File: config.mk
export PLATFORM = sky130hd
export DESIGN_NAME = time_set_ctrl_flat
export DESIGN_NICKNAME = d
export VERILOG_FILES = /design/src/rtl/time_set_ctrl_if.sv /design/src/rtl/time_set_ctrl.sv /design/src/flat_wrapper.sv
export SDC_FILE = /design/constraint.sdc
export NUM_CORES = 1
export LEC_CHECK = 0
export ABC_CLOCK_PERIOD_IN_PS = 2500
export BUFFER_PORTS_ARGS = -buffer_cell sky130_fd_sc_hd__buf_2
export CAP_MARGIN = 25
export CORE_MARGIN = 3
export CORE_UTILIZATION = 56
export CTS_BUF_LIST = sky130_fd_sc_hd__clkbuf_2 sky130_fd_sc_hd__clkbuf_4 sky130_fd_sc_hd__clkbuf_8
export DETAILED_ROUTE_END_ITERATION = 12
export GPL_TIMING_DRIVEN = 1
export PLACE_DENSITY_LB_ADDON = 0.25
export SETUP_SLACK_MARGIN = 0.02
export SYNTH_ARGS = -nofsm -noshare
export SYNTH_HDL_FRONTEND = slang
export SYNTH_SLANG_ARGS = --single-unit
File: constraint.sdc
create_clock -name clk -period 2.5 [get_ports clk]
set_input_delay 0.5 -clock clk [delete_from_list [all_inputs] [get_ports clk]]
set_output_delay 0.5 -clock clk [all_outputs]
set_load 0.02 [all_outputs]
File: src/rtl/time_set_ctrl_if.sv
// ---------------------------------------------------------------------------
// time_set_ctrl_if
// Bundles the key pulses, the running-time inputs, and the time/alarm/display
// outputs of time_set_ctrl.
//   master : drives keys and running time, observes the editor outputs
//   slave  : the editor itself (time_set_ctrl)
// All digits are BCD nibbles (ge = units, shi = tens).
// ---------------------------------------------------------------------------
interface time_set_ctrl_if;
  // one-cycle debounced key pulses
  logic       key_mode;
  logic       key_next;
  logic       key_inc;
  logic       key_dec;

  // running time from time_control
  logic [3:0] cur_sec_ge;
  logic [3:0] cur_sec_shi;
  logic [3:0] cur_min_ge;
  logic [3:0] cur_min_shi;
  logic [3:0] cur_hour_ge;
  logic [3:0] cur_hour_shi;

  // time to load into time_control, held between commits
  logic [3:0] set_sec_ge;
  logic [3:0] set_sec_shi;
  logic [3:0] set_min_ge;
  logic [3:0] set_min_shi;
  logic [3:0] set_hour_ge;
  logic [3:0] set_hour_shi;
  logic       set_time_finish;

  // alarm settings, held between commits
  logic       clock_en;
  logic [3:0] clock_min_ge;
  logic [3:0] clock_min_shi;
  logic [3:0] clock_hour_ge;
  logic [3:0] clock_hour_shi;

  // display hints
  logic [2:0] edit_field;
  logic       blink_off;

  modport master (
    output key_mode, key_next, key_inc, key_dec,
    output cur_sec_ge, cur_sec_shi, cur_min_ge, cur_min_shi, cur_hour_ge, cur_hour_shi,
    input  set_sec_ge, set_sec_shi, set_min_ge, set_min_shi, set_hour_ge, set_hour_shi,
    input  set_time_finish,
    input  clock_en, clock_min_ge, clock_min_shi, clock_hour_ge, clock_hour_shi,
    input  edit_field, blink_off
  );

  modport slave (
    input  key_mode, key_next, key_inc, key_dec,
    input  cur_sec_ge, cur_sec_shi, cur_min_ge, cur_min_shi, cur_hour_ge, cur_hour_shi,
    output set_sec_ge, set_sec_shi, set_min_ge, set_min_shi, set_hour_ge, set_hour_shi,
    output set_time_finish,
    output clock_en, clock_min_ge, clock_min_shi, clock_hour_ge, clock_hour_shi,
    output edit_field, blink_off
  );
endinterface

File: src/rtl/time_set_ctrl.sv
// ---------------------------------------------------------------------------
// time_set_ctrl
// Key-driven editor for the clock time and the alarm time. Four one-cycle key
// pulses walk through the hour/min/sec (time) or hour/min (alarm) fields,
// adjust them in packed two-digit BCD, and commit the result. A cursor code
// and a blink flag tell the display which field is being edited.
//
// Ports
//   clk  : system clock
//   rst  : synchronous, active-high reset
//   bus  : time_set_ctrl_if.slave
//            in : key_mode/key_next/key_inc/key_dec, cur_* running time
//            out: set_* + set_time_finish, clock_en + clock_*, edit_field,
//                 blink_off
//
// State      | meaning
// -----------+-------------------------------------------------------------
// S_IDLE     | not editing; inc/dec toggle the alarm enable
// S_T_HOUR   | editing time hour field
// S_T_MIN    | editing time minute field
// S_T_SEC    | editing time second field
// S_T_COMMIT | one cycle: set_* hold the new time, set_time_finish high
// S_A_HOUR   | editing alarm hour field
// S_A_MIN    | editing alarm minute field
// S_A_COMMIT | one cycle: clock_* hold the new alarm
// ---------------------------------------------------------------------------
module time_set_ctrl #(
  parameter int unsigned BLINK_HALF  = 12_500_000,
  parameter int unsigned TIMEOUT_CYC = 500_000_000
) (
  input  logic           clk,
  input  logic           rst,
  time_set_ctrl_if.slave bus
);

  localparam int unsigned BL_W = (BLINK_HALF  > 1) ? $clog2(BLINK_HALF)  : 1;
  localparam int unsigned TO_W = (TIMEOUT_CYC > 1) ? $clog2(TIMEOUT_CYC) : 1;

  // Both timers are down-counters reloaded on restart; terminal count is 0.
  localparam logic [BL_W-1:0] BL_LOAD = BL_W'(BLINK_HALF - 1);
  localparam logic [TO_W-1:0] TO_LOAD = TO_W'(TIMEOUT_CYC - 1);

  localparam logic [7:0] HOUR_MAX = 8'h23;
  localparam logic [7:0] MS_MAX   = 8'h59;

  typedef enum logic [2:0] {
    S_IDLE,
    S_T_HOUR,
    S_T_MIN,
    S_T_SEC,
    S_T_COMMIT,
    S_A_HOUR,
    S_A_MIN,
    S_A_COMMIT
  } state_t;

  state_t          state;
  state_t          state_nxt;

  // working copies being edited
  logic [7:0]      w_hour;
  logic [7:0]      w_min;
  logic [7:0]      w_sec;
  logic [7:0]      wa_hour;
  logic [7:0]      wa_min;

  // registered outputs
  logic [7:0]      set_hour;
  logic [7:0]      set_min;
  logic [7:0]      set_sec;
  logic            set_fin_q;
  logic [7:0]      alm_hour;
  logic [7:0]      alm_min;
  logic            clock_en_q;
  logic [2:0]      field_q;
  logic            blink_q;

  logic [BL_W-1:0] blink_cnt;
  logic [TO_W-1:0] tmo_cnt;

  logic            key_any;
  logic            act_inc;
  logic            act_dec;
  logic            in_edit;
  logic            in_tedit;
  logic            tmo_hit;
  logic            tmr_clr;

  // Cursor code shown to the display for a given state.
  function automatic logic [2:0] field_of(input state_t s);
    logic [2:0] f;
    case (s)
      S_T_HOUR: f = 3'd1;
      S_T_MIN:  f = 3'd2;
      S_T_SEC:  f = 3'd3;
      S_A_HOUR: f = 3'd4;
      S_A_MIN:  f = 3'd5;
      default:  f = 3'd0;
    endcase
    return f;
  endfunction

  // One step up or down on a packed two-digit BCD field with range 00..max.
  function automatic logic [7:0] bcd_step(input logic [7:0] v,
                                          input logic [7:0] max,
                                          input logic       up);
    logic [7:0] r;
    if (up) begin
      if (v == max)            r = 8'h00;
      else if (v[3:0] == 4'd9) r = {v[7:4] + 4'd1, 4'd0};
      else                     r = {v[7:4], v[3:0] + 4'd1};
    end else begin
      if (v == 8'h00)          r = max;
      else if (v[3:0] == 4'd0) r = {v[7:4] - 4'd1, 4'd9};
      else                     r = {v[7:4], v[3:0] - 4'd1};
    end
    return r;
  endfunction

  // Key priority: mode > next > inc/dec. inc and dec together cancel out but
  // still count as activity for the timers.
  assign key_any  = bus.key_mode | bus.key_next | bus.key_inc | bus.key_dec;
  assign act_inc  = ~bus.key_mode & ~bus.key_next &  bus.key_inc & ~bus.key_dec;
  assign act_dec  = ~bus.key_mode & ~bus.key_next & ~bus.key_inc &  bus.key_dec;
  assign in_edit  = (field_q != 3'd0);
  assign in_tedit = (state == S_T_HOUR) || (state == S_T_MIN) || (state == S_T_SEC);
  assign tmo_hit  = in_edit && !key_any && (tmo_cnt == '0);

  always_comb begin
    state_nxt = state;
    case (state)
      S_IDLE: begin
        if (bus.key_mode) state_nxt = S_T_HOUR;
      end
      S_T_HOUR, S_T_MIN, S_T_SEC: begin
        if (bus.key_mode) begin
          state_nxt = S_A_HOUR;
        end else if (bus.key_next) begin
          if (state == S_T_HOUR)     state_nxt = S_T_MIN;
          else if (state == S_T_MIN) state_nxt = S_T_SEC;
          else                       state_nxt = S_T_COMMIT;
        end else if (tmo_hit) begin
          state_nxt = S_IDLE;
        end
      end
      S_A_HOUR, S_A_MIN: begin
        if (bus.key_mode) begin
          state_nxt = S_IDLE;
        end else if (bus.key_next) begin
          state_nxt = (state == S_A_HOUR) ? S_A_MIN : S_A_COMMIT;
        end else if (tmo_hit) begin
          state_nxt = S_IDLE;
        end
      end
      // commit cycles ignore every key
      default: state_nxt = S_IDLE;
    endcase
  end

  assign tmr_clr = key_any || (state_nxt != state);

  always_ff @(posedge clk) begin
    if (rst) begin
      state      <= S_IDLE;
      field_q    <= 3'd0;
      w_hour     <= 8'h00;
      w_min      <= 8'h00;
      w_sec      <= 8'h00;
      wa_hour    <= 8'h00;
      wa_min     <= 8'h00;
      set_hour   <= 8'h00;
      set_min    <= 8'h00;
      set_sec    <= 8'h00;
      set_fin_q  <= 1'b0;
      alm_hour   <= 8'h00;
      alm_min    <= 8'h00;
      clock_en_q <= 1'b0;
      blink_q    <= 1'b0;
      blink_cnt  <= '0;
      tmo_cnt    <= '0;
    end else begin
      state   <= state_nxt;
      field_q <= field_of(state_nxt);

      // Outputs are loaded on the edge into the commit state so the new
      // value is already on the bus while the strobe is high.
      set_fin_q <= (state_nxt == S_T_COMMIT);
      if (state_nxt == S_T_COMMIT) begin
        set_hour <= w_hour;
        set_min  <= w_min;
        set_sec  <= w_sec;
      end
      if (state_nxt == S_A_COMMIT) begin
        alm_hour <= wa_hour;
        alm_min  <= wa_min;
      end

      if ((state == S_IDLE) && (act_inc || act_dec))
        clock_en_q <= ~clock_en_q;

      if ((state == S_IDLE) && bus.key_mode) begin
        w_hour <= {bus.cur_hour_shi, bus.cur_hour_ge};
        w_min  <= {bus.cur_min_shi,  bus.cur_min_ge};
        w_sec  <= {bus.cur_sec_shi,  bus.cur_sec_ge};
      end

      // Leaving time edit for alarm edit starts from the committed alarm.
      if (in_tedit && bus.key_mode) begin
        wa_hour <= alm_hour;
        wa_min  <= alm_min;
      end

      if (act_inc || act_dec) begin
        case (state)
          S_T_HOUR: w_hour  <= bcd_step(w_hour,  HOUR_MAX, act_inc);
          S_T_MIN:  w_min   <= bcd_step(w_min,   MS_MAX,   act_inc);
          S_T_SEC:  w_sec   <= bcd_step(w_sec,   MS_MAX,   act_inc);
          S_A_HOUR: wa_hour <= bcd_step(wa_hour, HOUR_MAX, act_inc);
          S_A_MIN:  wa_min  <= bcd_step(wa_min,  MS_MAX,   act_inc);
          default: ;
        endcase
      end

      if (tmr_clr) begin
        tmo_cnt <= TO_LOAD;
      end else if (in_edit && (tmo_cnt != '0)) begin
        tmo_cnt <= tmo_cnt - TO_W'(1);
      end

      // Blink restarts with the field visible after any key or state change,
      // and stays visible when no field is selected.
      if (tmr_clr || (field_of(state_nxt) == 3'd0)) begin
        blink_cnt <= BL_LOAD;
        blink_q   <= 1'b0;
      end else if (blink_cnt == '0) begin
        blink_cnt <= BL_LOAD;
        blink_q   <= ~blink_q;
      end else begin
        blink_cnt <= blink_cnt - BL_W'(1);
      end
    end
  end

  assign bus.set_hour_shi    = set_hour[7:4];
  assign bus.set_hour_ge     = set_hour[3:0];
  assign bus.set_min_shi     = set_min[7:4];
  assign bus.set_min_ge      = set_min[3:0];
  assign bus.set_sec_shi     = set_sec[7:4];
  assign bus.set_sec_ge      = set_sec[3:0];
  assign bus.set_time_finish = set_fin_q;
  assign bus.clock_en        = clock_en_q;
  assign bus.clock_hour_shi  = alm_hour[7:4];
  assign bus.clock_hour_ge   = alm_hour[3:0];
  assign bus.clock_min_shi   = alm_min[7:4];
  assign bus.clock_min_ge    = alm_min[3:0];
  assign bus.edit_field      = field_q;
  assign bus.blink_off       = blink_q;

endmodule

File: src/flat_wrapper.sv
// flat-port wrapper written by rule: the top's interface ports become plain ports
module time_set_ctrl_flat 
#(
  parameter int unsigned BLINK_HALF  = 12_500_000,
  parameter int unsigned TIMEOUT_CYC = 500_000_000
)
  (clk, rst, bus_key_mode, bus_key_next, bus_key_inc, bus_key_dec, bus_cur_sec_ge, bus_cur_sec_shi, bus_cur_min_ge, bus_cur_min_shi, bus_cur_hour_ge, bus_cur_hour_shi, bus_set_sec_ge, bus_set_sec_shi, bus_set_min_ge, bus_set_min_shi, bus_set_hour_ge, bus_set_hour_shi, bus_set_time_finish, bus_clock_en, bus_clock_min_ge, bus_clock_min_shi, bus_clock_hour_ge, bus_clock_hour_shi, bus_edit_field, bus_blink_off);
  time_set_ctrl_if bus_i ();
  input  logic clk;
  input  logic rst;
  input wire logic [$bits(bus_i.key_mode)-1:0] bus_key_mode;
  input wire logic [$bits(bus_i.key_next)-1:0] bus_key_next;
  input wire logic [$bits(bus_i.key_inc)-1:0] bus_key_inc;
  input wire logic [$bits(bus_i.key_dec)-1:0] bus_key_dec;
  input wire logic [$bits(bus_i.cur_sec_ge)-1:0] bus_cur_sec_ge;
  input wire logic [$bits(bus_i.cur_sec_shi)-1:0] bus_cur_sec_shi;
  input wire logic [$bits(bus_i.cur_min_ge)-1:0] bus_cur_min_ge;
  input wire logic [$bits(bus_i.cur_min_shi)-1:0] bus_cur_min_shi;
  input wire logic [$bits(bus_i.cur_hour_ge)-1:0] bus_cur_hour_ge;
  input wire logic [$bits(bus_i.cur_hour_shi)-1:0] bus_cur_hour_shi;
  output wire logic [$bits(bus_i.set_sec_ge)-1:0] bus_set_sec_ge;
  output wire logic [$bits(bus_i.set_sec_shi)-1:0] bus_set_sec_shi;
  output wire logic [$bits(bus_i.set_min_ge)-1:0] bus_set_min_ge;
  output wire logic [$bits(bus_i.set_min_shi)-1:0] bus_set_min_shi;
  output wire logic [$bits(bus_i.set_hour_ge)-1:0] bus_set_hour_ge;
  output wire logic [$bits(bus_i.set_hour_shi)-1:0] bus_set_hour_shi;
  output wire logic [$bits(bus_i.set_time_finish)-1:0] bus_set_time_finish;
  output wire logic [$bits(bus_i.clock_en)-1:0] bus_clock_en;
  output wire logic [$bits(bus_i.clock_min_ge)-1:0] bus_clock_min_ge;
  output wire logic [$bits(bus_i.clock_min_shi)-1:0] bus_clock_min_shi;
  output wire logic [$bits(bus_i.clock_hour_ge)-1:0] bus_clock_hour_ge;
  output wire logic [$bits(bus_i.clock_hour_shi)-1:0] bus_clock_hour_shi;
  output wire logic [$bits(bus_i.edit_field)-1:0] bus_edit_field;
  output wire logic [$bits(bus_i.blink_off)-1:0] bus_blink_off;
  assign bus_i.key_mode = bus_key_mode;
  assign bus_i.key_next = bus_key_next;
  assign bus_i.key_inc = bus_key_inc;
  assign bus_i.key_dec = bus_key_dec;
  assign bus_i.cur_sec_ge = bus_cur_sec_ge;
  assign bus_i.cur_sec_shi = bus_cur_sec_shi;
  assign bus_i.cur_min_ge = bus_cur_min_ge;
  assign bus_i.cur_min_shi = bus_cur_min_shi;
  assign bus_i.cur_hour_ge = bus_cur_hour_ge;
  assign bus_i.cur_hour_shi = bus_cur_hour_shi;
  assign bus_set_sec_ge = bus_i.set_sec_ge;
  assign bus_set_sec_shi = bus_i.set_sec_shi;
  assign bus_set_min_ge = bus_i.set_min_ge;
  assign bus_set_min_shi = bus_i.set_min_shi;
  assign bus_set_hour_ge = bus_i.set_hour_ge;
  assign bus_set_hour_shi = bus_i.set_hour_shi;
  assign bus_set_time_finish = bus_i.set_time_finish;
  assign bus_clock_en = bus_i.clock_en;
  assign bus_clock_min_ge = bus_i.clock_min_ge;
  assign bus_clock_min_shi = bus_i.clock_min_shi;
  assign bus_clock_hour_ge = bus_i.clock_hour_ge;
  assign bus_clock_hour_shi = bus_i.clock_hour_shi;
  assign bus_edit_field = bus_i.edit_field;
  assign bus_blink_off = bus_i.blink_off;
  time_set_ctrl #(.BLINK_HALF(BLINK_HALF), .TIMEOUT_CYC(TIMEOUT_CYC)) u_core (.clk(clk), .rst(rst), .bus(bus_i));
endmodule
# ---- Yosys cells after proc, flatten, opt, wreduce, memory -nomap -nowiden
# Cells that the tools add are included.
dict set report totals {
  reg_bits 142
  out_inout_bits 46
}
dict set report op_classes {
  n_addsub 22
  n_eq_ne 33
  n_mux 56
  n_bitwise 14
  n_reduce_logical 39
}
# op count
set ops {}
lappend ops {{$mux 8} 40}
lappend ops {{$mux 29} 2}
lappend ops {{$mux 24} 2}
lappend ops {{$add 4x1->4 const B} 10}
lappend ops {{$logic_not 8->1} 5}
lappend ops {{$sub 4x1->4 const B} 10}
lappend ops {{$logic_not 29->1} 1}
lappend ops {{$reduce_bool 29->1} 1}
lappend ops {{$sub 29x1->29 const B} 1}
lappend ops {{$mux 3} 9}
lappend ops {{$ne 5x4->1 const B} 5}
lappend ops {{$ne 5x5->1 const B} 5}
lappend ops {{$eq 8x7->1 const B} 3}
lappend ops {{$logic_not 24->1} 1}
lappend ops {{$sub 24x1->24 const B} 1}
lappend ops {{$eq 4x4->1 const B} 5}
lappend ops {{$logic_not 4->1} 5}
lappend ops {{$eq 3x3->1 const B} 6}
lappend ops {{$eq 8x6->1 const B} 2}
lappend ops {{$pmux 3 s5} 1}
lappend ops {{$eq 3x2->1 const B} 4}
lappend ops {{$reduce_and 2->1} 5}
lappend ops {{$pmux 3 s3} 1}
lappend ops {{$eq 3x1->1 const B} 2}
lappend ops {{other kinds (13)} 37}

# ---- Logic depth before layout (Yosys ltp)
# Gate-level depths: netlist (run 1).
dict set report depth {
  depth_word 16
  depth_mapped 9
  mapped_depth_nobuf 7
}

# ---- Worst setup path before layout (run 1)
# No wires, ideal clock.
dict set report synth_path {
  path_type {in2reg}
  from {input port bus_key_next}
  to {register u_core.blink_cnt[11]}
  arrival_ns 2.335
  required_time_ns 2.355
  path_slack_ns 0.020
  stages 9
  path_buffers 4
  cell_sequence {clkbuf_1 -> or2_2 -> or3_1 -> clkbuf_1 -> a311oi_1 -> and3_1 -> buf_6 -> buf_12 -> a21oi_2}
}
dict set report synth_via {
  elab_chain_cells 16
  elab_cells_between_ends 24
  cone_classes {eq/ne: 6; mux: 9; bitwise: 3; reduce/logical: 6}
}
# item line
set synth_rtl {}
lappend synth_rtl {{start: declaration} flat_wrapper.sv:12} ;# input wire logic [$bits(bus_i.key_next)-1:0] bus_key_next;
lappend synth_rtl {{$or 1x1->1 (3 in series)} time_set_ctrl.sv:122} ;# assign key_any = bus.key_mode | bus.key_next | bus.key_inc | bus.key_dec;
lappend synth_rtl {{$logic_not 1->1} time_set_ctrl.sv:127} ;# assign tmo_hit = in_edit && !key_any && (tmo_cnt == '0);
lappend synth_rtl {{$logic_and 1x1->1 (2 in series)} time_set_ctrl.sv:127}
lappend synth_rtl {{$mux 3} {time_set_ctrl.sv:142, time_set_ctrl.sv:151}}
lappend synth_rtl {{$mux 3 (on tied branches)} {time_set_ctrl.sv:149, time_set_ctrl.sv:138}}
lappend synth_rtl {{$mux 3 (on tied branches)} {time_set_ctrl.sv:147, time_set_ctrl.sv:136}}
lappend synth_rtl {{$pmux 3 s3} time_set_ctrl.sv:131} ;# case (state)
lappend synth_rtl {{$eq 3x3->1, or another cell as far along} time_set_ctrl.sv:92} ;# case (s)
lappend synth_rtl {{$pmux 3 s5} time_set_ctrl.sv:92}
lappend synth_rtl {{$mux 3} time_set_ctrl.sv:163} ;# if (rst) begin
lappend synth_rtl {{$logic_not 3->1} time_set_ctrl.sv:232} ;# if (tmr_clr || (field_of(state_nxt) == 3'd0)) begin
lappend synth_rtl {{$logic_or 1x1->1 *} time_set_ctrl.sv:232}
lappend synth_rtl {{$mux 24 *} time_set_ctrl.sv:232}
lappend synth_rtl {{end signal: assignment} time_set_ctrl.sv:239} ;# blink_cnt <= blink_cnt - BL_W'(1);
lappend synth_rtl {{end: declaration} time_set_ctrl.sv:78} ;# logic [BL_W-1:0] blink_cnt;
# Every way passes the cells marked *; elsewhere a longest branch is shown, timed or not. The select of a mux whose other input is x is not followed.
# A chain may end at the register's enable or synchronous reset.

# ---- Worst setup path after layout (run 1)
dict set report layout_path {
  from {register u_core.blink_cnt[18]}
  to {register u_core.blink_cnt[23]}
}
dict set report layout_via {
  elab_chain_cells 3
  elab_cells_between_ends 4
  cone_classes {add/sub: 1; mux: 2; reduce/logical: 1}
}
# item line
set layout_rtl {}
lappend layout_rtl {{$sub 24x1->24 or $logic_not 24->1 (tied branches)} {time_set_ctrl.sv:239, time_set_ctrl.sv:235}}
lappend layout_rtl {{$mux 24 *} time_set_ctrl.sv:235} ;# end else if (blink_cnt == '0) begin
lappend layout_rtl {{$mux 24 *} time_set_ctrl.sv:232}
# Every way passes the cells marked *; elsewhere a longest branch is shown, timed or not.

==> summary.md, run 1 <==
| Metric | Value |
|---|---|
| Yosys reg bits | `142` |
| Via-to-Cell Ratio | `6.110` |
| Share of cells above drive strength 1 | `17.30%` |
| Ant. Diodes | `0` |
| Leakage power | `3.565 nW` |
| Fin nets | `1191` |
| WP data arrival | `2.76 ns` |
| Status | `completed` |
| Kind of end point of the critical path | `register` |
| Util after Layout | `65.74%` |
| Crit start category | `register` |
| CTS clk-pin slew, worst paths | `0.08 ns` |
| Yosys cell types | `77` |
| DR DRC count | `0` |
| Clock Latency Late Sink | `0.47 ns` |
| Synthesized netlist cell count | `1065` |
| DRT Pass-1 Iters | `5` |
| DR iter-0 viols | `606` |
| Num CTS Buffers | `17` |
| Fin. Hold Viols | `0` |
| Async SR Flop Fraction | `0%` |
| Global route overflow | `0` |
| CP Max Fanout | `15` |
| CTS tree | `done` |
| Post-synthesis net count | `1130` |
| Routed WL per cell | `15.52 um` |
| Area of the die | `16500 um2` |
| Largest net degree at the start of global routing | `49` |
| Via count | `8083` |
| Power Dens Cells | `541.1 nW/um2` |
| Die X | `128.5 um` |
| Min-Delay Path Class | `input port to register` |
| Max_cap viols | `0` |
| IO Pins | `76` |
| Final setup TNS | `0 ns` |
| Total GRT Usage | `25.34%` |
| Tmin final | `2.358 ns` |
| EDFF count, synth | `0` |
| Final Setup Violations | `0` |
| Critical path class | `register to register` |
| Clk sinks | `142` |
| Mapped cell area | `8398 um2` |
| Vias in the first global route | `7423` |
| Total Routed Length | `20.53 mm` |
| CP required | `2.90 ns` |
| Worst reg-to-reg setup slack | `0.14 ns` |
| Initial core utilization | `57.56%` |
| Root Buffer | `clkbuf_8` |
| Hold_buf cts | `0` |
| # rows | `44` |
| Antenna violations before repair | `0` |
| Core area | `14590 um2` |
| Crit share post-route | `94.34%` |
| Post-synthesis sequential area ratio | `33.85%` |
| Avg Inst Size Synth | `7.885 um2` |
| Placer congestion estimate | `0.9084` |
| Max-slew violation count | `0` |
| First-pass GRT wire length | `34.96 mm` |
| Clock skew | `0.008736 ns` |
| CTS H-tree depth | `4` |
| Slew margin rel. | `65.38%` |
| Unrepaired setup endpoints after global routing | `no` |
| Synth Warn # | `0` |
| Peak supply drop | `0.5825 mV` |
| Buffers added on ports | `75` |
| Number of routed nets with antenna violations | `0` |
| Post-DP HPWL | `14.16 mm` |
| Layout area overhead | `14.20%` |
| Height of the die | `128.5 um` |
| CTS Buffer Depth | `2` |
| Fmax | `424.0 MHz` |
| Slew @ Worst Pin | `0.5062 ns` |
| Synth Flop Type | `dfxtp_1` |
==> cells in the final DEF, fill, tap and decap left out, drive strengths merged, types with 7 or more instances in the layout <==
cell type / Yosys / layout
dfxtp: 142 / 142
nand2: 132 / 132
buf: 11 / 125
a21oi: 95 / 95
nor2: 88 / 88
nor3: 46 / 46
ha: 35 / 35
inv: 31 / 35
a31oi: 34 / 34
o21ai: 29 / 29
nand3: 27 / 27
xnor2: 23 / 23
nor4: 20 / 20
or3: 20 / 20
or4: 18 / 18
a311oi: 17 / 17
clkbuf: 72 / 17
mux2i: 15 / 15
xor2: 14 / 14
a211oi: 14 / 14
and3: 13 / 13
o31ai: 12 / 12
o22ai: 10 / 10
nand4: 10 / 10
nand3b: 10 / 10
nor2b: 9 / 9
nand2b: 7 / 7
==> layout make-up <==
cell class | count | area, um2
multi-input combinational | 809 | 5116
fill | 1267 | 4999
sequential | 142 | 2843
timing repair buffer | 125 | 840.8
clock buffer | 17 | 234.0
tap | 184 | 230.2
clock inverter | 15 | 210.2
inverter | 31 | 116.4
==> state kept, by name, indices dropped and copies added, names as in the netlist <==
signal,cells
u_core.tmo_cnt,29
u_core.blink_cnt,24
u_core.alm_hour,8
u_core.alm_min,8
u_core.set_hour,8
u_core.set_min,8
u_core.set_sec,8
u_core.w_hour,8
u_core.w_min,8
u_core.w_sec,8
u_core.wa_hour,8
u_core.wa_min,8
u_core.bus.edit_field,3
u_core.state,3
u_core.bus.blink_off,1
u_core.bus.clock_en,1
u_core.bus.set_time_finish,1
==> worst max-delay path: stages (launching register included) <==
cell and delay, ns:
dfxtp_1 0.34, or4_4 0.55, or4_1 0.43, or4_4 0.44, and3_1 0.23, buf_12 0.16
a21oi_1 0.14
==> per-stage QoR <==
| stage | worst slack [ns] | power [W] | instance area (um2) | instances | hold slack, ns |
|---|---|---|---|---|---|
| 2_1_floorplan | 0.02037 | 0.002955 | 8398 | 1065 | 0.4463 |
| 3_3_place_gp | 0.09926 | 0.003152 | 9143 | 1291 | 0.4396 |
| 3_5_place_dp | 0.01847 | 0.003160 | 9143 | 1291 | 0.4437 |
| 4_1_cts | 0.1293 | 0.005225 | 9587 | 1323 | 0.2727 |
| 5_1_grt | 0.06002 | 0.005424 | 9590 | 1323 | 0.3040 |
| 6_report | 0.1416 | 0.005189 | 9590 | 1323 | 0.2897 |
==> synthesized netlist by cell type, types with 5 or more instances <==
cell type  count  area (um2)
dfxtp_1      142        2843
nand2_1      132       495.5
nor2_1        88       330.3
a21oi_1       85       425.4
clkbuf_1      72       270.3
nor3_1        45       225.2
ha_1          35       437.9
a31oi_1       34       212.7
inv_1         31       116.4
o21ai_0       29       145.1
nand3_1       27       135.1
xnor2_1       23       201.4
nor4_1        19       118.9
or3_1         18       112.6
a311oi_1      17       148.9
mux2i_1       15       150.1
or4_1         15       112.6
a211oi_1      14       105.1
xor2_1        14       122.6
and3_1        13       81.33
o31ai_1       12       90.09
nand3b_1      10       75.07
nand4_1       10       62.56
o22ai_1       10       62.56
a21oi_2        9       78.83
nor2b_1        9       56.30
nand2b_1       7       43.79
and2_1         6       37.54
a221oi_1       5       43.79
a22o_1         5       43.79
a22oi_1        5       37.54
buf_2          5       25.02
mux2_2         5       56.30
nor3b_1        5       37.54
nor4b_1        5       43.79
o211ai_1       5       37.54
o21a_1         5       37.54
==> path summary, 6_finish.rpt <==
kind | from | end | cells past startpoint
worst min register to register | u_core.set_sec[0] | u_core.set_sec[0] | 2
worst min-delay path | bus_cur_sec_ge[2] | u_core.w_sec[2] | 3
worst max-delay path | u_core.blink_cnt[18] | u_core.blink_cnt[23] | 6
worst max register to register | u_core.blink_cnt[18] | u_core.blink_cnt[23] | 6
==> logic make-up after synthesis <==
group	after synthesis	synth area share (%)
fa+ha+maj	35	5.215
xor+xnor	37	3.859
simple gates	436	26.31
flops	142	33.85
buf+inv	114	5.542
compound gates	280	22.50
mux	21	2.726
==> per-layer routing <==
layer,vias to the layer above,track usage [%],routed length [um]
li1,4040,-,-
met1,3779,34.60,9724
met2,227,40.39,9234
met3,37,4.898,1103
met4,0,8.365,469
met5,-,0,0
==> where the power goes <==
| part | internal (W) | switching (W) |
|---|---|---|
| clock network | 0.00110 | 0.000966 |
| registers | 0.00233 | 0.000110 |
| logic | 0.000297 | 0.000379 |
==> timing repair <==
item	CTS	global route
setup buffers	0	0
endpoints found under the setup margin	0	1
gates resized for setup	0	1
Note: power is estimated with default switching activity, not from simulation.
==> run 2: changes to the inputs <==
ABC_CLOCK_PERIOD_IN_PS = 2400   (was 2500)
CELL_PAD_IN_SITES_DETAIL_PLACEMENT = 1   (was not set)
CELL_PAD_IN_SITES_GLOBAL_PLACEMENT = 1   (was not set)
CORE_ASPECT_RATIO = 1.25   (was not set)
CORE_UTILIZATION = 46   (was 56)
clock period = 2.4 ns   (was 2.5 ns; I/O delays follow)
==> run 2 against run 1 <==
Against the previous run: sequential share of layout area fell by 0.93 points; die area increased by 21%; critical path depth unchanged; clock-buffer cell count up 5; critical path type unchanged; final cell count rose by 5.3%; core utilization decreased by 9.8 points; fmax grew 0.37%.
==> summary.md, run 2 (synthesis results as in run 1) <==
| Metric | Value |
|---|---|
| Worst Reg-to-Reg Cells | `6 (unchanged)` |
| Critical path buffers and inverters | `1 (unchanged)` |
| Min-Delay Path Class | `input port to register (unchanged)` |
| Clock skew | `0.01476 ns (was 0.008736 ns)` |
| Via-to-Cell Ratio | `5.994 (was 6.110)` |
| DRT Pass-1 Iters | `5 (unchanged)` |
| Crit-path most repeated cell | `or4_4 (unchanged)` |
| CTS H-tree depth | `4 (unchanged)` |
| Kind of end point of the critical path | `register (unchanged)` |
| Status | `completed (unchanged)` |
| Util after Layout | `55.95% (was 65.74%)` |
| First-pass GRT wire length | `41.72 mm (was 34.96 mm)` |
| Worst hold slack | `0.2881 ns (was 0.2897 ns)` |
| Die X | `126.9 um (was 128.5 um)` |
| Final Setup Violations | `0 (unchanged)` |
| Most flops, register | `u_core.tmo_cnt (unchanged)` |
| Gate power share | `14.6% (was 13.0%)` |
| Area of the die | `19920 um2 (was 16500 um2)` |
| Total Routed Length | `25.09 mm (was 20.53 mm)` |
| Sequential Power Share | `47.9% (was 47.1%)` |
| Commonest non-fill, non-tap cells in the layout | `dfxtp_1, nand2_1, nor2_1, a21oi_1 (was dfxtp_1, nand2_1, nor2_1, a21oi_1, buf_2)` |
| Clock Latency Late Sink | `0.46 ns (was 0.47 ns)` |
| Crit share post-route | `97.91% (was 94.34%)` |
| Power Dens Cells | `536.7 nW/um2 (was 541.1 nW/um2)` |
| Fillers | `2218 (was 1267)` |
| Via count | `8349 (was 8083)` |
| CTS clk-pin slew, worst paths | `0.08 ns (about the same)` |
| Ant. Diodes | `0 (unchanged)` |
| Fin. Hold Viols | `0 (unchanged)` |
| # rows | `54 (was 44)` |
| DR DRC count | `0 (unchanged)` |
| Switching portion of total power | `28.28% (was 28.04%)` |
| Cell Int Power | `0.003813 W (was 0.003734 W)` |
| Hold_buf cts | `0 (unchanged)` |
| Vias in the first global route | `8560 (was 7423)` |
| IO Pins | `76 (unchanged)` |
| Routed WL per cell | `18.01 um (was 15.52 um)` |
| Slew @ Worst Pin | `0.5458 ns (was 0.5062 ns)` |
| Worst Hold Launch | `bus_cur_hour_ge[1] (was bus_cur_sec_ge[2])` |
| Fin nets | `1222 (was 1191)` |
| Reg2reg end | `u_core.blink_cnt[15] (was u_core.blink_cnt[23])` |
| Core area | `17700 um2 (was 14590 um2)` |
| Num CTS Buffers | `17 (unchanged)` |
| Largest net degree at the start of global routing | `59 (was 49)` |
| Final instance count without filler cells | `1393 (was 1323)` |
| Leading cell type in the layout, fill and taps excluded | `dfxtp_1 (unchanged)` |
| Placer congestion estimate | `0.8499 (was 0.9084)` |
| Leakage power | `3.703 nW (was 3.565 nW)` |
| Hold path depth | `3 (unchanged)` |
| Dpl cells | `1359 (was 1291)` |
| Reg-to-reg startpoint | `u_core.blink_cnt[18] (unchanged)` |
| Crit start category | `register (unchanged)` |
| WP data arrival | `2.75 ns (was 2.76 ns)` |
| Critical path class | `register to register (unchanged)` |
| Unrepaired setup endpoints after global routing | `yes (was no)` |
| DR iter-0 viols | `442 (was 606)` |
| Crit path max-delay cell type | `or4_4 (unchanged)` |
| CP Max Fanout | `7 (was 15)` |
| Total GRT Usage | `25.06% (was 25.34%)` |
| Slew margin rel. | `63.10% (was 65.38%)` |
| Tmin final | `2.350 ns (was 2.358 ns)` |
| Critical path cell sequence | `or4_4 -> or4_4 -> or4_4 -> and3_4 -> clkbuf_16 -> a21oi_4 (was or4_4 -> or4_1 -> or4_4 -> and3_1 -> buf_12 -> a21oi_1)` |
| Clk sinks | `142 (unchanged)` |
| Largest registers | `u_core.tmo_cnt x29, u_core.blink_cnt x24 (unchanged)` |
| Max-slew violation count | `0 (unchanged)` |
| Initial core utilization | `47.44% (was 57.56%)` |
| Antenna violations before repair | `0 (unchanged)` |
| Peak supply drop | `0.3361 mV (was 0.5825 mV)` |
| Top delay family on crit path | `simple AND/OR/NAND/NOR gates (unchanged)` |
| Max_cap viols | `0 (unchanged)` |
| CP peak stage delay | `0.55 ns (about the same)` |
| Clock share of power | `37.5% (was 39.9%)` |
| CP required | `2.80 ns (was 2.90 ns)` |
| CTS Buffer Depth | `2 (unchanged)` |
| Height of the die | `157.1 um (was 128.5 um)` |
| Share of cells above drive strength 1 | `20.44% (was 17.30%)` |
| Fmax | `425.6 MHz (was 424.0 MHz)` |
| Number of routed nets with antenna violations | `0 (unchanged)` |
| Net Sw Power | `0.001503 W (was 0.001455 W)` |
| Global route overflow | `0 (unchanged)` |
| CTS tree | `done (unchanged)` |
| Hold Path End | `u_core.w_hour[1] (was u_core.w_sec[2])` |
| Buffers added on ports | `75 (unchanged)` |
| Layout area overhead | `17.94% (was 14.20%)` |
| Max FFs per register | `29 (unchanged)` |
| Root Buffer | `clkbuf_8 (unchanged)` |
| Worst reg-to-reg setup slack | `0.05 ns (was 0.14 ns)` |
| Post-DP HPWL | `17.73 mm (was 14.16 mm)` |
-- run 2: cell count changes in the layout (fill, tap and decap cells not counted), moves of 2 or more --
cell        before  now
buf_4           44   74
a21oi_1         85   81
clkbuf_8        17   21
inv_6            3    0
a21oi_2          9   11
a21oi_4          1    3
bufinv_16        4    2
clkinv_4         4    2
clkinvlp_4       1    3
-- run 2: how the worst max path moves through the flow --
stage               slack [ns]  cells past startpoint                    to                  from
finish                    0.05                      6  u_core.blink_cnt[15]  u_core.blink_cnt[18]
global route             -0.02                      6  u_core.blink_cnt[15]  u_core.blink_cnt[18]
CTS                       0.03                      5    u_core.tmo_cnt[19]    u_core.tmo_cnt[13]
detailed placement       -0.06                      7      u_core.w_hour[6]          bus_key_next
global placement         -0.02                      7      u_core.w_hour[6]          bus_key_next
floorplan                 0.06                      8      u_core.w_hour[2]          bus_key_next
-- run 2: power by group through the flow --
stage | clock, W | sequential [W] | combinational (W)
floorplan | 0 | 0.00255 | 0.000529
global placement | 0 | 0.00259 | 0.000735
detailed placement | 0 | 0.00260 | 0.000758
CTS | 0.00204 | 0.00254 | 0.000764
global route | 0.00214 | 0.00256 | 0.000866
finish | 0.00199 | 0.00255 | 0.000776
-- run 2: final cells by class --
cell class / instances / area [um2] / share of cell area (%)
tap: 224 / 280.3 / 2.830
multi-input combinational: 809 / 5175 / 52.25
clock buffer: 22 / 296.5 / 2.994
inverter: 31 / 116.4 / 1.175
timing repair buffer: 156 / 1082 / 10.93
clock inverter: 9 / 110.1 / 1.112
sequential: 142 / 2844 / 28.71
-- run 2: metal layers --
layer / part of all wire (%) / global-route usage, % / wire (um)
met5: 0 / 0 / 0
met4: 1.7 / 8.942 / 419
met3: 2.6 / 3.598 / 651
met2: 52 / 44.90 / 12920
met1: 44 / 30.59 / 11100
-- run 2: what timing repair did --
action                                  in CTS  in global routing
endpoints found under the setup margin       3                 29
cloned                                       0                  1
buffers inserted                             0                  2
resized for setup                            1                 15
-- run 2: tightest hold or removal path, stage by stage --
cell and delay, ns:
buf_2 0.10, nand2_1 0.05, a311oi_1 0.08
-- run 2: metrics by stage --
stage | TNS [ns] | instance area, um2 | worst slack [ns] | total power, W
after CTS | 0 | 9808 | 0.02587 | 0.005353
after floorplan | 0 | 8404 | 0.05768 | 0.003079
final | 0 | 9905 | 0.05022 | 0.005316
after global placement | -0.02312 | 9397 | -0.02312 | 0.003330
after global routing | -0.03928 | 9905 | -0.01566 | 0.005565
after detailed placement | -0.1503 | 9397 | -0.05820 | 0.003356
